`config.mk`:
```
export PLATFORM = sky130hd
export DESIGN_NAME = turfio_reg_arbiter
export DESIGN_NICKNAME = d
export VERILOG_FILES = /design/src/rtl/turfio_reg_arbiter.sv
export SDC_FILE = /design/constraint.sdc
export NUM_CORES = 1
export LEC_CHECK = 0
export ABC_CLOCK_PERIOD_IN_PS = 3000
export CAP_MARGIN = 5
export CORE_ASPECT_RATIO = 0.75
export CORE_MARGIN = 2
export CORE_UTILIZATION = 40
export CTS_BUF_LIST = sky130_fd_sc_hd__clkbuf_8 sky130_fd_sc_hd__clkbuf_16
export DETAILED_ROUTE_END_ITERATION = 16
export GPL_TIMING_DRIVEN = 1
export MAX_ROUTING_LAYER = met4
export PLACE_DENSITY = 0.74
export SLEW_MARGIN = 5
export SYNTH_ARGS = -nofsm -noshare
export SYNTH_HDL_FRONTEND = slang
export SYNTH_SLANG_ARGS = --single-unit
```
`constraint.sdc`:
```
create_clock -name clk_i -period 3 [get_ports clk_i]
set_input_delay 0.6 -clock clk_i [delete_from_list [all_inputs] [get_ports clk_i]]
set_output_delay 0.6 -clock clk_i [all_outputs]
set_load 0.02 [all_outputs]
```
`src/rtl/turfio_reg_arbiter.sv`:
```
// Two-master register-bus arbiter: round-robin grant, optional bus lock with timeout,
// fixed three-cycle IDLE -> ACCESS -> COMPLETE transaction.
module turfio_reg_arbiter #(
    parameter int unsigned LOCK_TIMEOUT = 64
) (
    input  logic        clk_i,
    input  logic        rst_i,

    input  logic        m0_req_i,
    input  logic        m0_wr_i,
    input  logic [5:0]  m0_addr_i,
    input  logic [31:0] m0_dat_i,
    input  logic        m0_lock_i,
    output logic        m0_ack_o,
    output logic [31:0] m0_dat_o,

    input  logic        m1_req_i,
    input  logic        m1_wr_i,
    input  logic [5:0]  m1_addr_i,
    input  logic [31:0] m1_dat_i,
    input  logic        m1_lock_i,
    output logic        m1_ack_o,
    output logic [31:0] m1_dat_o,

    output logic        bus_wr_o,
    output logic [5:0]  bus_addr_o,
    output logic [31:0] bus_dat_o,
    input  logic [31:0] bus_dat_i,

    output logic [1:0]  grant_o,
    output logic        lock_err_o
);

    localparam logic [7:0] LockLast = 8'(LOCK_TIMEOUT - 1);

    typedef enum logic [1:0] {
        StIdle,
        StAccess,
        StComplete
    } state_t;

    state_t      r_state;
    logic        r_owner;
    logic        r_last;
    logic        r_lock;
    logic [7:0]  r_lock_cnt;
    logic        r_lock_err;
    logic        r_bus_wr;
    logic [5:0]  r_bus_addr;
    logic [31:0] r_bus_dat;
    logic        r_m0_ack;
    logic        r_m1_ack;
    logic [31:0] r_m0_dat;
    logic [31:0] r_m1_dat;

    state_t      w_state_nxt;
    logic        w_owner_nxt;
    logic        w_last_nxt;
    logic        w_lock_nxt;
    logic [7:0]  w_lock_cnt_nxt;
    logic        w_lock_err_nxt;
    logic        w_bus_wr_nxt;
    logic [5:0]  w_bus_addr_nxt;
    logic [31:0] w_bus_dat_nxt;
    logic        w_m0_ack_nxt;
    logic        w_m1_ack_nxt;
    logic [31:0] w_m0_dat_nxt;
    logic [31:0] w_m1_dat_nxt;

    logic        w_win_valid;
    logic        w_win;
    logic        w_win_wr;
    logic [5:0]  w_win_addr;
    logic [31:0] w_win_dat;
    logic        w_owner_lock;
    logic        w_grant_active;

    // Under lock only the holder is eligible; otherwise ties go to the master not served last.
    always_comb begin
        w_win_valid = 1'b0;
        w_win       = 1'b0;
        if (r_lock) begin
            w_win       = r_owner;
            w_win_valid = r_owner ? m1_req_i : m0_req_i;
        end else if (m0_req_i && m1_req_i) begin
            w_win_valid = 1'b1;
            w_win       = ~r_last;
        end else if (m0_req_i) begin
            w_win_valid = 1'b1;
            w_win       = 1'b0;
        end else if (m1_req_i) begin
            w_win_valid = 1'b1;
            w_win       = 1'b1;
        end
    end

    assign w_win_wr     = w_win ? m1_wr_i   : m0_wr_i;
    assign w_win_addr   = w_win ? m1_addr_i : m0_addr_i;
    assign w_win_dat    = w_win ? m1_dat_i  : m0_dat_i;
    assign w_owner_lock = r_owner ? m1_lock_i : m0_lock_i;

    always_comb begin
        w_state_nxt    = r_state;
        w_owner_nxt    = r_owner;
        w_last_nxt     = r_last;
        w_lock_nxt     = r_lock;
        w_lock_cnt_nxt = r_lock_cnt;
        w_lock_err_nxt = 1'b0;
        w_bus_wr_nxt   = 1'b0;
        w_bus_addr_nxt = r_bus_addr;
        w_bus_dat_nxt  = r_bus_dat;
        w_m0_ack_nxt   = 1'b0;
        w_m1_ack_nxt   = 1'b0;
        w_m0_dat_nxt   = r_m0_dat;
        w_m1_dat_nxt   = r_m1_dat;

        case (r_state)
            StIdle: begin
                if (w_win_valid) begin
                    w_state_nxt    = StAccess;
                    w_owner_nxt    = w_win;
                    w_last_nxt     = w_win;
                    w_bus_wr_nxt   = w_win_wr;
                    w_bus_addr_nxt = w_win_addr;
                    w_bus_dat_nxt  = w_win_dat;
                end else if (r_lock && !w_owner_lock) begin
                    // Holder is neither requesting nor asking to keep the lock.
                    w_lock_nxt = 1'b0;
                end
            end
            StAccess: begin
                w_state_nxt = StComplete;
                if (r_owner) begin
                    w_m1_dat_nxt = bus_dat_i;
                    w_m1_ack_nxt = 1'b1;
                end else begin
                    w_m0_dat_nxt = bus_dat_i;
                    w_m0_ack_nxt = 1'b1;
                end
            end
            StComplete: begin
                w_state_nxt = StIdle;
                w_lock_nxt  = w_owner_lock;
            end
            default: begin
                w_state_nxt = StIdle;
            end
        endcase

        // Timeout overrides any lock decision made this cycle.
        if (r_lock) begin
            if (r_lock_cnt == LockLast) begin
                w_lock_nxt     = 1'b0;
                w_lock_err_nxt = 1'b1;
            end else begin
                w_lock_cnt_nxt = r_lock_cnt + 8'd1;
            end
        end
        if (!w_lock_nxt) begin
            w_lock_cnt_nxt = 8'd0;
        end
    end

    always_ff @(posedge clk_i) begin
        if (rst_i) begin
            r_state    <= StIdle;
            r_owner    <= 1'b0;
            r_last     <= 1'b1;
            r_lock     <= 1'b0;
            r_lock_cnt <= 8'd0;
            r_lock_err <= 1'b0;
            r_bus_wr   <= 1'b0;
            r_bus_addr <= 6'd0;
            r_bus_dat  <= 32'd0;
            r_m0_ack   <= 1'b0;
            r_m1_ack   <= 1'b0;
            r_m0_dat   <= 32'd0;
            r_m1_dat   <= 32'd0;
        end else begin
            r_state    <= w_state_nxt;
            r_owner    <= w_owner_nxt;
            r_last     <= w_last_nxt;
            r_lock     <= w_lock_nxt;
            r_lock_cnt <= w_lock_cnt_nxt;
            r_lock_err <= w_lock_err_nxt;
            r_bus_wr   <= w_bus_wr_nxt;
            r_bus_addr <= w_bus_addr_nxt;
            r_bus_dat  <= w_bus_dat_nxt;
            r_m0_ack   <= w_m0_ack_nxt;
            r_m1_ack   <= w_m1_ack_nxt;
            r_m0_dat   <= w_m0_dat_nxt;
            r_m1_dat   <= w_m1_dat_nxt;
        end
    end

    assign w_grant_active = (r_state != StIdle) || r_lock;
    assign grant_o        = !w_grant_active ? 2'b00 : (r_owner ? 2'b10 : 2'b01);

    assign m0_ack_o   = r_m0_ack;
    assign m1_ack_o   = r_m1_ack;
    assign m0_dat_o   = r_m0_dat;
    assign m1_dat_o   = r_m1_dat;
    assign bus_wr_o   = r_bus_wr;
    assign bus_addr_o = r_bus_addr;
    assign bus_dat_o  = r_bus_dat;
    assign lock_err_o = r_lock_err;

endmodule

```
; ---- Yosys cells after proc, flatten, opt, wreduce, memory -nomap -nowiden
; Cells that the tools add are included.
[word_totals]
regBits = 119
[classes]
n_addsub = 1
n_reduce_logical = 14
bitwise_logic = 8
n_mux = 24
n_eq_ne = 4
[op_table]
columns = cell, n
row1 = $mux W32, 1
row2 = $mux W1, 17
row3 = $add A8 B1 Y8 const B, 1
row4 = $eq A8 B6 Y1 const B, 1
row5 = $not A1 Y1, 8
row6 = $reduce_and A2 Y1, 4
row7 = $mux W2, 3
row8 = $mux W6, 1
row9 = $reduce_or A2 Y1, 3
row10 = $pmux W2 S2, 1
row11 = $reduce_or A3 Y1, 1
row12 = $eq A2 B1 Y1 const B, 1
row13 = $eq A2 B2 Y1 const B, 1
row14 = $logic_and A1 B1 Y1, 2
row15 = $logic_not A2 Y1, 1
row16 = $ne A2 B2 Y1 const B, 1
row17 = $pmux W1 S2, 1
row18 = $reduce_bool A2 Y1, 1
row19 = $logic_not A1 Y1, 1
row20 = $logic_or A1 B1 Y1, 1

; ---- Logic depth before layout (Yosys ltp)
; Gate-level depths: netlist of run 1.
[depth]
depth_word = 10
ltp_mapped = 7
depth_no_buf = 5

; ---- Least setup slack after synthesis of run 1
; Ideal clock, no wire load.
[synth_timing]
path_kind = input -> register
from = in rst_i
to = reg r_m0_dat[0], in the netlist m0_dat_o[0]
path_stages = 4
setup_ns = 0.132
n_path_buf = 3
arrival_ns = 1.459
setup_slack_ns = 1.409
cell_sequence = clkbuf_1 clkbuf_1 clkbuf_1 a21oi_1
[synth_lines]
columns = item, line
row1 = start: declaration, 7  ; input logic rst_i,
row2 = end signal: assignment, 191  ; r_m0_dat <= w_m0_dat_nxt;
row3 = end: declaration, 53  ; logic [31:0] r_m0_dat;
; No word-level cell between the ends.

; ---- Worst setup path after layout of run 1
[layout_timing]
from = reg r_lock
to = out grant_o[1]
[layout_via]
elab_chain_len = 2
[layout_lines]
columns = item, line
row1 = start: declaration, 45  ; logic r_lock;
row2 = start signal: assignment, 183  ; r_lock <= w_lock_nxt;
row3 = $logic_or A1 B1 Y1, 196  ; assign w_grant_active = (r_state != StIdle) || r_lock;
row4 = $mux W2, 197  ; assign grant_o = !w_grant_active ? 2'b00 : (r_owner ? 2'b10 : 2'b01);
row5 = end: declaration, 30  ; output logic [1:0] grant_o,
; No other way between the ends.

==> results of run 1 <==
path summary, 6_finish.rpt:
path | slack, ns | depth (start not counted) | startpoint | endpoint
max reg2reg | 1.15 | 5 | r_lock$_SDFF_PP0_ | bus_addr_o[1]$_SDFFE_PP0P_
min reg2reg | 0.45 | 2 | m0_dat_o[27]$_SDFFE_PP0P_ | m0_dat_o[27]$_SDFFE_PP0P_
max | 0.47 | 3 | r_lock$_SDFF_PP0_ | grant_o[1]
min | 0.45 | 2 | m0_dat_o[27]$_SDFFE_PP0P_ | m0_dat_o[27]$_SDFFE_PP0P_
worst max-delay path, delay by kind of cell, from the launching register on:
kind / cells / cell delay, ns
flip-flops: 1 / 0.66
AND/OR/NAND/NOR: 2 / 0.26
buffers and inverters: 1 / 0.62
stage by stage:
stage,hold WS [ns],utilization (%)
finish,0.453,66.6
global route,0.472,66.6
CTS,0.455,66.6
detailed placement,0.447,60.8
global placement,0.441,60.8
floorplan,0.446,-
cells by family (layout without fill, tap and decap cells):
group           count (synthesis)  after routing
fa+ha+maj                       1              1
simple gates                  286            286
mux                             4              4
flops                         119            119
xor+xnor                        4              4
buf+inv                        53            269
compound gates                119            119
layout make-up:
class | count | area [um^2] | area share [%]
sequential | 119 | 2380 | 30.7
clock inverter | 15 | 249 | 3.21
timing repair buffer | 233 | 2320 | 29.8
tap | 162 | 203 | 2.61
clock buffer | 17 | 425 | 5.48
inverter | 4 | 15.0 | 0.193
multi-input combinational | 414 | 2170 | 28.0
per-layer routing:
layer / vias up / track usage [%]
li1: 2376 / -
met1: 2256 / 28.0
met2: 196 / 37.3
met3: 16 / 4.99
met4: 0 / 7.45
met5: - / -
power by group through the flow:
stage / sequential [mW] / clock [mW] / combinational (mW)
final: 1.78 / 2.31 / 0.996
after global routing: 1.79 / 2.42 / 1.08
after CTS: 1.78 / 2.34 / 1.00
after detailed placement: 1.81 / 0 / 0.997
after global placement: 1.80 / 0 / 0.979
after floorplan: 1.94 / 0 / 0.397
flip-flops by register name, summed over array words and instances, names as in the netlist:
| signal | count |
|---|---|
| bus_dat_o | 32 |
| m0_dat_o | 32 |
| r_lock | 1 |
| r_state | 2 |
| r_owner | 1 |
| m0_ack_o | 1 |
| m1_ack_o | 1 |
| r_lock_cnt | 8 |
| bus_wr_o | 1 |
| bus_addr_o | 6 |
| r_last | 1 |
| lock_err_o | 1 |
| m1_dat_o | 32 |
synthesized netlist by cell type, types with 2 or more instances:
master	count
a211oi_1	2
a21oi_1	67
a311oi_1	19
a311oi_2	20
buf_2	22
buf_6	6
clkbuf_1	21
dfxtp_1	119
inv_1	4
mux2i_1	4
nand2_1	209
nand2b_1	3
nand3_1	3
nor2_1	52
nor2b_1	2
nor3_1	9
xnor2_1	2
xor2_1	2
==> impl_metrics.env, run 1 <==
export IMPL_outcome="finished, final reports clean"
export IMPL_worstPathMaxFanout=13
export IMPL_syn_area_per_cell_um2=8.20
export IMPL_ys_warn_count=0
export IMPL_tritoncts="done"
export IMPL_fin_nets=906
export IMPL_hold_path_class="reg -> reg"
export IMPL_fp_row_count=34
export IMPL_wl_per_cell_um=14.8
export IMPL_clock_path_buffers=2
export IMPL_internal_power_mw=3.75
export IMPL_fin_tns_setup_ns=0
export IMPL_cts_buffers=17
export IMPL_grt_pass1_wl_um=22800
export IMPL_synthMuxAreaShare_pct=0.833
export IMPL_power_leakage_nw=2.83
export IMPL_synth_top_area_share_pct=49.6
export IMPL_placed_area_mm2=0.00709
export IMPL_routed_wl_met3_um=947
export IMPL_num_fill_cells=966
export IMPL_io_pins=224
export IMPL_numClockSinks=119
export IMPL_crit_path_end_kind="output pin"
export IMPL_htree_levels=4
export IMPL_antenna_found_initial=0
export IMPL_finalSetupViolCount=0
export IMPL_grt_start_max_net_pins=59
export IMPL_routed_wl_um=14300
export IMPL_synth_top_cell_by_area="dfxtp_1"
export IMPL_finClkSkew_ns=0.00749
export IMPL_place_gp_congestion=0.803
export IMPL_post_cts_buffers=0
export IMPL_final_cell_mix="clkdlybuf4s50_1 (222), nand2_1 (209), dfxtp_1 (119)"
export IMPL_highest_layer="met4"
export IMPL_ir_drop_mv=0.412
export IMPL_synthAdderAreaFrac_pct=0.260
export IMPL_critical_path_cell_chain="nor3_1 -> nor2_1 -> clkdlybuf4s50_1"
export IMPL_synth_compound_area_share_pct=19.3
export IMPL_initial_core_util_pct=41.2
export IMPL_synthArstFlopShare_pct=0
export IMPL_synth_edff_count=0
export IMPL_synth_xor_area_share_pct=0.729
export IMPL_clk_pin_slew_worst_paths_ns=0.05
export IMPL_clk_latency_ns=0.40
export IMPL_ys_seq_elements=119
export IMPL_final_area_mm2=0.00777
export IMPL_combPwrFrac_pct=19.6
export IMPL_yosys_top_cells_area="dfxtp_1 (50%), nand2_1 (16%), a21oi_1 (7.0%)"
export IMPL_drive_above_1_share_pct=8.98
export IMPL_port_buffers=223
export IMPL_drtIter0Drc=212
export IMPL_seqPwrFrac_pct=34.9
export IMPL_diodes=0
export IMPL_place_hpwl_um=9890
export IMPL_fp_dieH_um=98.9
export IMPL_critPathLaunchType="flop"
export IMPL_ys_types=38
export IMPL_max_cap_viol_count=0
export IMPL_worst_pin_slew_ns=0.671
export IMPL_root_buffer="clkbuf_16"
export IMPL_dpl_cell_count=932
export IMPL_p_sw_mw=1.33
export IMPL_period_needed_ns=2.53
export IMPL_syn_inst=586
export IMPL_rsz0062_at_grt="no"
export IMPL_p_clk_share_pct=45.4
export IMPL_wl_met1_um=6130
export IMPL_postCtsHoldBufs=0
export IMPL_die_w_um=131
export IMPL_ys_flop_type="dfxtp_1"
export IMPL_via_count=4844
export IMPL_grt_pass1_vias=4754
export IMPL_worstSetupPathType="reg -> out"
export IMPL_fmax_ghz=0.395
export IMPL_synth_simple_area_share_pct=23.7
export IMPL_vias_per_cell=5.02
export IMPL_cts_resized=0
export IMPL_overflow=0
export IMPL_drc_errors=0
export IMPL_synth_fp_nets=703
export IMPL_ant_nets=0
export IMPL_required_ns=2.40
export IMPL_layout_commonest_cell="clkdlybuf4s50_1"
export IMPL_grt_total_usage_pct=22.8
export IMPL_core_area_mm2=0.0117
export IMPL_p_per_area_mw_per_mm2=654
export IMPL_crit_path_top_delay_cell="dfxtp_1"
export IMPL_slowest_delay_ns=0.66
export IMPL_hold_viol_final=0
export IMPL_die_area_mm2=0.0129
export IMPL_p_total_mw=5.08
export IMPL_place_ws_ns=0.497
export IMPL_cp_arrival_ns=1.93
export IMPL_finalWorstSetupSlack_ns=0.466
export IMPL_drv_slew=0
export IMPL_instances_no_fill=964
export IMPL_max_slew_margin_pct=55.3
export IMPL_synth_area_mm2=0.00481
export IMPL_synth_top_family_by_area="simple AND/OR/NAND/NOR gates"
export IMPL_route_met2_wl_um=7020
export IMPL_syn_to_final_growth_pct=61.6
export IMPL_ys_seq_area_share_pct=49.6
export IMPL_dr_pass1_iters=7
export IMPL_post_route_period_util_pct=84.5
export IMPL_sw_frac_of_total_pct=26.2
Note: power is estimated with default switching activity, not from simulation.
==> run 2, diff against run 1 <==
--- a/config.mk
+++ b/config.mk
@@ -5,7 +5,7 @@
 export SDC_FILE = /design/constraint.sdc
 export NUM_CORES = 1
 export LEC_CHECK = 0
-export ABC_CLOCK_PERIOD_IN_PS = 3000
+export ABC_CLOCK_PERIOD_IN_PS = 2500
 export CAP_MARGIN = 5
 export CORE_ASPECT_RATIO = 0.75
 export CORE_MARGIN = 2
==> constraint.sdc (replaced) <==
create_clock -name clk_i -period 2.5 [get_ports clk_i]
set_input_delay 0.5 -clock clk_i [delete_from_list [all_inputs] [get_ports clk_i]]
set_output_delay 0.5 -clock clk_i [all_outputs]
set_load 0.02 [all_outputs]
==> run 2 against run 1 <==
Total power up 19%. Combinational power rose by 21%. Global-route usage rose by 0.59 points. Utilization up 0.11 points. Flip-flop and latch count unchanged. Die area unchanged. Highest routed layer unchanged.
==> impl_metrics.env, run 2 (synthesis gave the netlist of run 1 again) <==
export IMPL_antenna_found_initial=0
export IMPL_grt_total_usage_pct=23.4
export IMPL_critPathLaunchType="flop"
export IMPL_initial_core_util_pct=41.2
export IMPL_via_count=4845
export IMPL_crit_path_end_kind="output pin"
export IMPL_ir_drop_mv=0.443
export IMPL_place_gp_congestion=0.851
export IMPL_dpl_cell_count=934
export IMPL_clock_path_buffers=2
export IMPL_combPwrFrac_pct=20.1
export IMPL_fp_row_count=34
export IMPL_fin_tns_setup_ns=0
export IMPL_fin_nets=908
export IMPL_vias_per_cell=5.02
export IMPL_internal_power_mw=4.43
export IMPL_drv_slew=0
export IMPL_post_route_period_util_pct=94.3
export IMPL_root_buffer="clkbuf_16"
export IMPL_cts_buffers=17
export IMPL_sw_frac_of_total_pct=26.7
export IMPL_tritoncts="done"
export IMPL_finClkSkew_ns=0.00987
export IMPL_grt_start_max_net_pins=54
export IMPL_cp_arrival_ns=1.86
export IMPL_instances_no_fill=966
export IMPL_post_cts_buffers=0
export IMPL_utilization_pct=66.7
export IMPL_max_slew_margin_pct=53.8
export IMPL_drive_above_1_share_pct=9.33
export IMPL_postCtsHoldBufs=0
export IMPL_worst_pin_slew_ns=0.693
export IMPL_htree_levels=4
export IMPL_fp_dieH_um=98.9
export IMPL_p_sw_mw=1.61
export IMPL_grt_pass1_vias=4728
export IMPL_numClockSinks=119
export IMPL_finalSetupViolCount=0
export IMPL_required_ns=2.00
export IMPL_core_area_mm2=0.0117
export IMPL_worstSetupPathType="reg -> out"
export IMPL_hold_viol_final=0
export IMPL_max_cap_viol_count=0
export IMPL_outcome="finished, final reports clean"
export IMPL_hold_slack_ns=0.452
export IMPL_drtIter0Drc=183
export IMPL_port_buffers=223
export IMPL_slowest_delay_ns=0.63
export IMPL_diodes=0
export IMPL_wl_per_cell_um=14.9
export IMPL_io_pins=224
export IMPL_power_leakage_nw=2.82
export IMPL_die_w_um=131
export IMPL_fmax_ghz=0.424
export IMPL_p_per_area_mw_per_mm2=777
export IMPL_place_hpwl_um=9990
export IMPL_die_area_mm2=0.0129
export IMPL_num_fill_cells=953
export IMPL_final_cell_mix="clkdlybuf4s50_1 (222), nand2_1 (209), dfxtp_1 (119)"
export IMPL_grt_pass1_wl_um=23200
export IMPL_p_clk_share_pct=44.7
export IMPL_hold_path_class="reg -> reg"
export IMPL_drc_errors=0
export IMPL_worstPathMaxFanout=9
export IMPL_overflow=0
export IMPL_cts_resized=0
export IMPL_r2r_slack_ns=0.74
export IMPL_layout_commonest_cell="clkdlybuf4s50_1"
export IMPL_ant_nets=0
export IMPL_rsz0062_at_grt="no"
export IMPL_critical_path_cell_chain="inv_1 -> nor2_1 -> clkdlybuf4s50_1"
export IMPL_period_needed_ns=2.36
export IMPL_routed_wl_um=14400
export IMPL_clk_latency_ns=0.41
export IMPL_syn_to_final_growth_pct=61.8
export IMPL_seqPwrFrac_pct=35.2
export IMPL_crit_path_top_delay_cell="clkdlybuf4s50_1"
export IMPL_dr_pass1_iters=5
export IMPL_clk_pin_slew_worst_paths_ns=0.06
==> run 2: worst paths after layout <==
check                                                  end                        from  depth (start not counted)
worst max-delay path                            grant_o[1]        r_owner$_SDFFE_PP0P_                          3
worst min-delay path             m0_dat_o[22]$_SDFFE_PP0P_   m0_dat_o[22]$_SDFFE_PP0P_                          2
worst max register to register  r_lock_cnt[2]$_SDFFE_PP0P_  r_lock_cnt[0]$_SDFFE_PP0P_                          5
worst min register to register   m0_dat_o[22]$_SDFFE_PP0P_   m0_dat_o[22]$_SDFFE_PP0P_                          2
==> run 2: area by class of cell <==
type / instances / area (um^2) / share of cell area [%]
flip-flops and latches: 119 / 2380 / 30.6
well taps: 162 / 203 / 2.61
clock inverters: 14 / 220 / 2.83
repair buffers: 235 / 2340 / 30.1
multi-input cells: 414 / 2170 / 28.0
clock buffers: 18 / 439 / 5.65
inverters: 4 / 15.0 / 0.193
==> run 2: stage by stage <==
step | setup WS [ns] | area, um^2 | total power, mW
floorplan | 0.926 | 4810 | 2.80
finish | 0.142 | 7780 | 6.05
detailed placement | 0.299 | 7120 | 3.38
global route | 0.0432 | 7780 | 6.29
CTS | 0.121 | 7780 | 6.09
global placement | 0.382 | 7120 | 3.35
==> run 2: routing by layer <==
metal,track usage [%],wire length (um),vias up
li1,-,-,2383
met1,28.3,6080,2256
met2,38.3,6980,182
met3,5.16,1050,24
met4,8.59,283,0
met5,-,0,-
==> run 2: critical path, delay by kind of cell (launching register included) <==
kind / cells / cell delay [ns]
buffers and inverters: 2 / 0.80
DFF: 1 / 0.53
and+or+nand+nor: 1 / 0.14
==> run 2: power groups by stage <==
stage	Combinational [mW]	Sequential [mW]	Clock (mW)
6_report	1.21	2.13	2.70
5_1_grt	1.31	2.14	2.84
4_1_cts	1.22	2.13	2.74
3_5_place_dp	1.21	2.17	0
3_3_place_gp	1.19	2.16	0
2_1_floorplan	0.476	2.33	0
==> run 3, diff against run 2 <==
--- a/config.mk
+++ b/config.mk
@@ -9,12 +9,12 @@
 export CAP_MARGIN = 5
 export CORE_ASPECT_RATIO = 0.75
 export CORE_MARGIN = 2
-export CORE_UTILIZATION = 40
+export CORE_UTILIZATION = 35
 export CTS_BUF_LIST = sky130_fd_sc_hd__clkbuf_8 sky130_fd_sc_hd__clkbuf_16
 export DETAILED_ROUTE_END_ITERATION = 16
-export GPL_TIMING_DRIVEN = 1
+export GPL_TIMING_DRIVEN = 0
 export MAX_ROUTING_LAYER = met4
-export PLACE_DENSITY = 0.74
+export PLACE_DENSITY = 0.66
 export SLEW_MARGIN = 5
 export SYNTH_ARGS = -nofsm -noshare
 export SYNTH_HDL_FRONTEND = slang
==> run 3 against run 2 <==
Worst setup slack worse by 0.022 ns. Combinational power increased by 4%. Wire length grew 9.5%. Highest routed layer unchanged. Fmax shrank 0.93%. Hold slack got worse by 0.0011 ns. Global-route usage shrank 1.6 points. Cell count up 5.2%. Utilization is 9.1 points lower. Critical path depth grew 1. Design area rose by 0.45%. Register-to-register slack worse by 0.03 ns. Die area rose by 14%.
==> impl_metrics.env, run 3 (synthesis gave the netlist of run 1 again) <==
export IMPL_layout_commonest_cell="clkdlybuf4s50_1"
export IMPL_rsz0062_at_grt="no"
export IMPL_root_buffer="clkbuf_16"
export IMPL_hold_slack_ns=0.451
export IMPL_vias_per_cell=4.92
export IMPL_clk_pin_slew_worst_paths_ns=0.06
export IMPL_crit_path_top_delay_cell="clkdlybuf4s50_1"
export IMPL_num_fill_cells=1229
export IMPL_worst_pin_slew_ns=0.759
export IMPL_highest_layer="met4"
export IMPL_final_cell_mix="clkdlybuf4s50_1 (223), nand2_1 (209), dfxtp_1 (119)"
export IMPL_numClockSinks=119
export IMPL_worstPathMaxFanout=10
export IMPL_power_leakage_nw=2.84
export IMPL_crit_path_end_kind="output pin"
export IMPL_fp_dieH_um=105
export IMPL_post_cts_buffers=0
export IMPL_outcome="finished, final reports clean"
export IMPL_max_slew_margin_pct=49.4
export IMPL_crit_family="buffers and inverters"
export IMPL_worstSetupPathType="reg -> out"
export IMPL_instances_no_fill=1016
export IMPL_cp_arrival_ns=1.88
export IMPL_critPathLaunchType="flop"
export IMPL_wl_per_cell_um=15.5
export IMPL_clock_path_buffers=2
export IMPL_cp_buffers_inverters=2
export IMPL_fin_nets=945
export IMPL_hold_path_class="reg -> reg"
export IMPL_die_area_mm2=0.0147
export IMPL_routed_wl_met3_um=999
export IMPL_port_buffers=223
export IMPL_grt_pass1_wl_um=25100
export IMPL_drtIter0Drc=224
export IMPL_hold_viol_final=0
export IMPL_cts_resized=0
export IMPL_post_route_period_util_pct=95.2
export IMPL_worstHoldStart="m1_dat_o[28]$_SDFFE_PP0P_"
export IMPL_dr_pass1_iters=4
export IMPL_p_per_area_mw_per_mm2=724
export IMPL_antenna_found_initial=0
export IMPL_routed_wl_um=15800
export IMPL_drive_above_1_share_pct=10.3
export IMPL_cts_buffers=17
export IMPL_io_pins=224
export IMPL_slowest_delay_ns=0.58
export IMPL_die_w_um=139
export IMPL_wl_met1_um=7260
export IMPL_initial_core_util_pct=35.4
export IMPL_clk_latency_ns=0.40
export IMPL_critical_path_cell_chain="buf_6 -> nor3_1 -> nor2_1 -> clkdlybuf4s50_1"
export IMPL_dpl_cell_count=984
export IMPL_max_cap_viol_count=0
export IMPL_grt_pass1_vias=5071
export IMPL_finClkSkew_ns=0.00922
export IMPL_place_hpwl_um=11900
export IMPL_drv_slew=0
export IMPL_syn_to_final_growth_pct=62.5
export IMPL_grt_total_usage_pct=21.8
export IMPL_drc_errors=0
export IMPL_fp_row_count=37
export IMPL_overflow=0
export IMPL_diodes=0
export IMPL_postCtsHoldBufs=0
export IMPL_ant_nets=0
export IMPL_tritoncts="done"
export IMPL_route_met2_wl_um=7300
export IMPL_period_needed_ns=2.38
export IMPL_ir_drop_mv=0.457
export IMPL_timing_rr_start="r_state[1]$_SDFFE_PP0P_"
export IMPL_grt_start_max_net_pins=17
export IMPL_via_count=5000
export IMPL_finalSetupViolCount=0
export IMPL_place_gp_congestion=0.814
export IMPL_htree_levels=4
export IMPL_cp_startpoint="r_lock$_SDFF_PP0_"
export IMPL_core_area_mm2=0.0136
export IMPL_required_ns=2.00
export IMPL_fmax_ghz=0.420
-- run 3: cell types whose count changed in the layout (fill, tap and decap cells not counted), moves of 2 or more --
cell,change
buf_2,+22
clkbuf_1,+21
buf_4,-11
buf_6,+6
bufinv_16,-5
inv_6,+4
buf_12,-2
nor2_1,+2
nor2_2,-2
-- run 3: final cells by class --
cell class	count	area (um^2)	share of cell area, %
inverters	4	15.0	0.192
flip-flops and latches	119	2380	30.5
well taps	175	219	2.80
repair buffers	223	2230	28.6
plain buffers	49	256	3.28
clock buffers	18	439	5.62
multi-input cells	414	2150	27.6
clock inverters	14	116	1.49
-- run 3: where the power goes --
part	internal (mW)	switching [mW]	total (mW)
logic	0.599	0.660	1.26
registers	2.05	0.0810	2.13
clock network	1.32	0.950	2.27
total	3.96	1.69	5.65
-- run 3: worst min-delay path: stages (launching register included) --
cell and delay [ns]:
dfxtp_1 0.30, nand2_1 0.05, a21oi_1 0.05
-- run 3: through the flow --
| stage | setup WS [ns] | power (mW) | cell area (um^2) | setup TNS (ns) | util (%) |
|---|---|---|---|---|---|
| after detailed placement | -0.153 | 3.43 | 7260 | -2.60 | 53.5 |
| after CTS | 0.0816 | 5.72 | 7810 | 0 | 57.6 |
| final | 0.120 | 5.65 | 7810 | 0 | 57.6 |
| after floorplan | 0.926 | 2.80 | 4810 | 0 | - |
| after global placement | -0.0739 | 3.40 | 7260 | -1.31 | 53.5 |
| after global routing | 0.0501 | 5.90 | 7810 | 0 | 57.6 |
-- run 3: final timing paths --
check                                            endpoint  cells after the start  slack (ns)
worst max-delay path                           grant_o[1]                      4        0.12
worst min register to register  m1_dat_o[28]$_SDFFE_PP0P_                      2        0.45
worst min-delay path            m1_dat_o[28]$_SDFFE_PP0P_                      2        0.45
worst max register to register  m1_dat_o[17]$_SDFFE_PP0P_                      5        0.71
-- run 3: metal layers --
layer | GRT usage (%) | vias up
met5 | - | -
met4 | 6.35 | 0
met3 | 4.82 | 15
met2 | 34.3 | 165
met1 | 28.4 | 2360
li1 | - | 2460
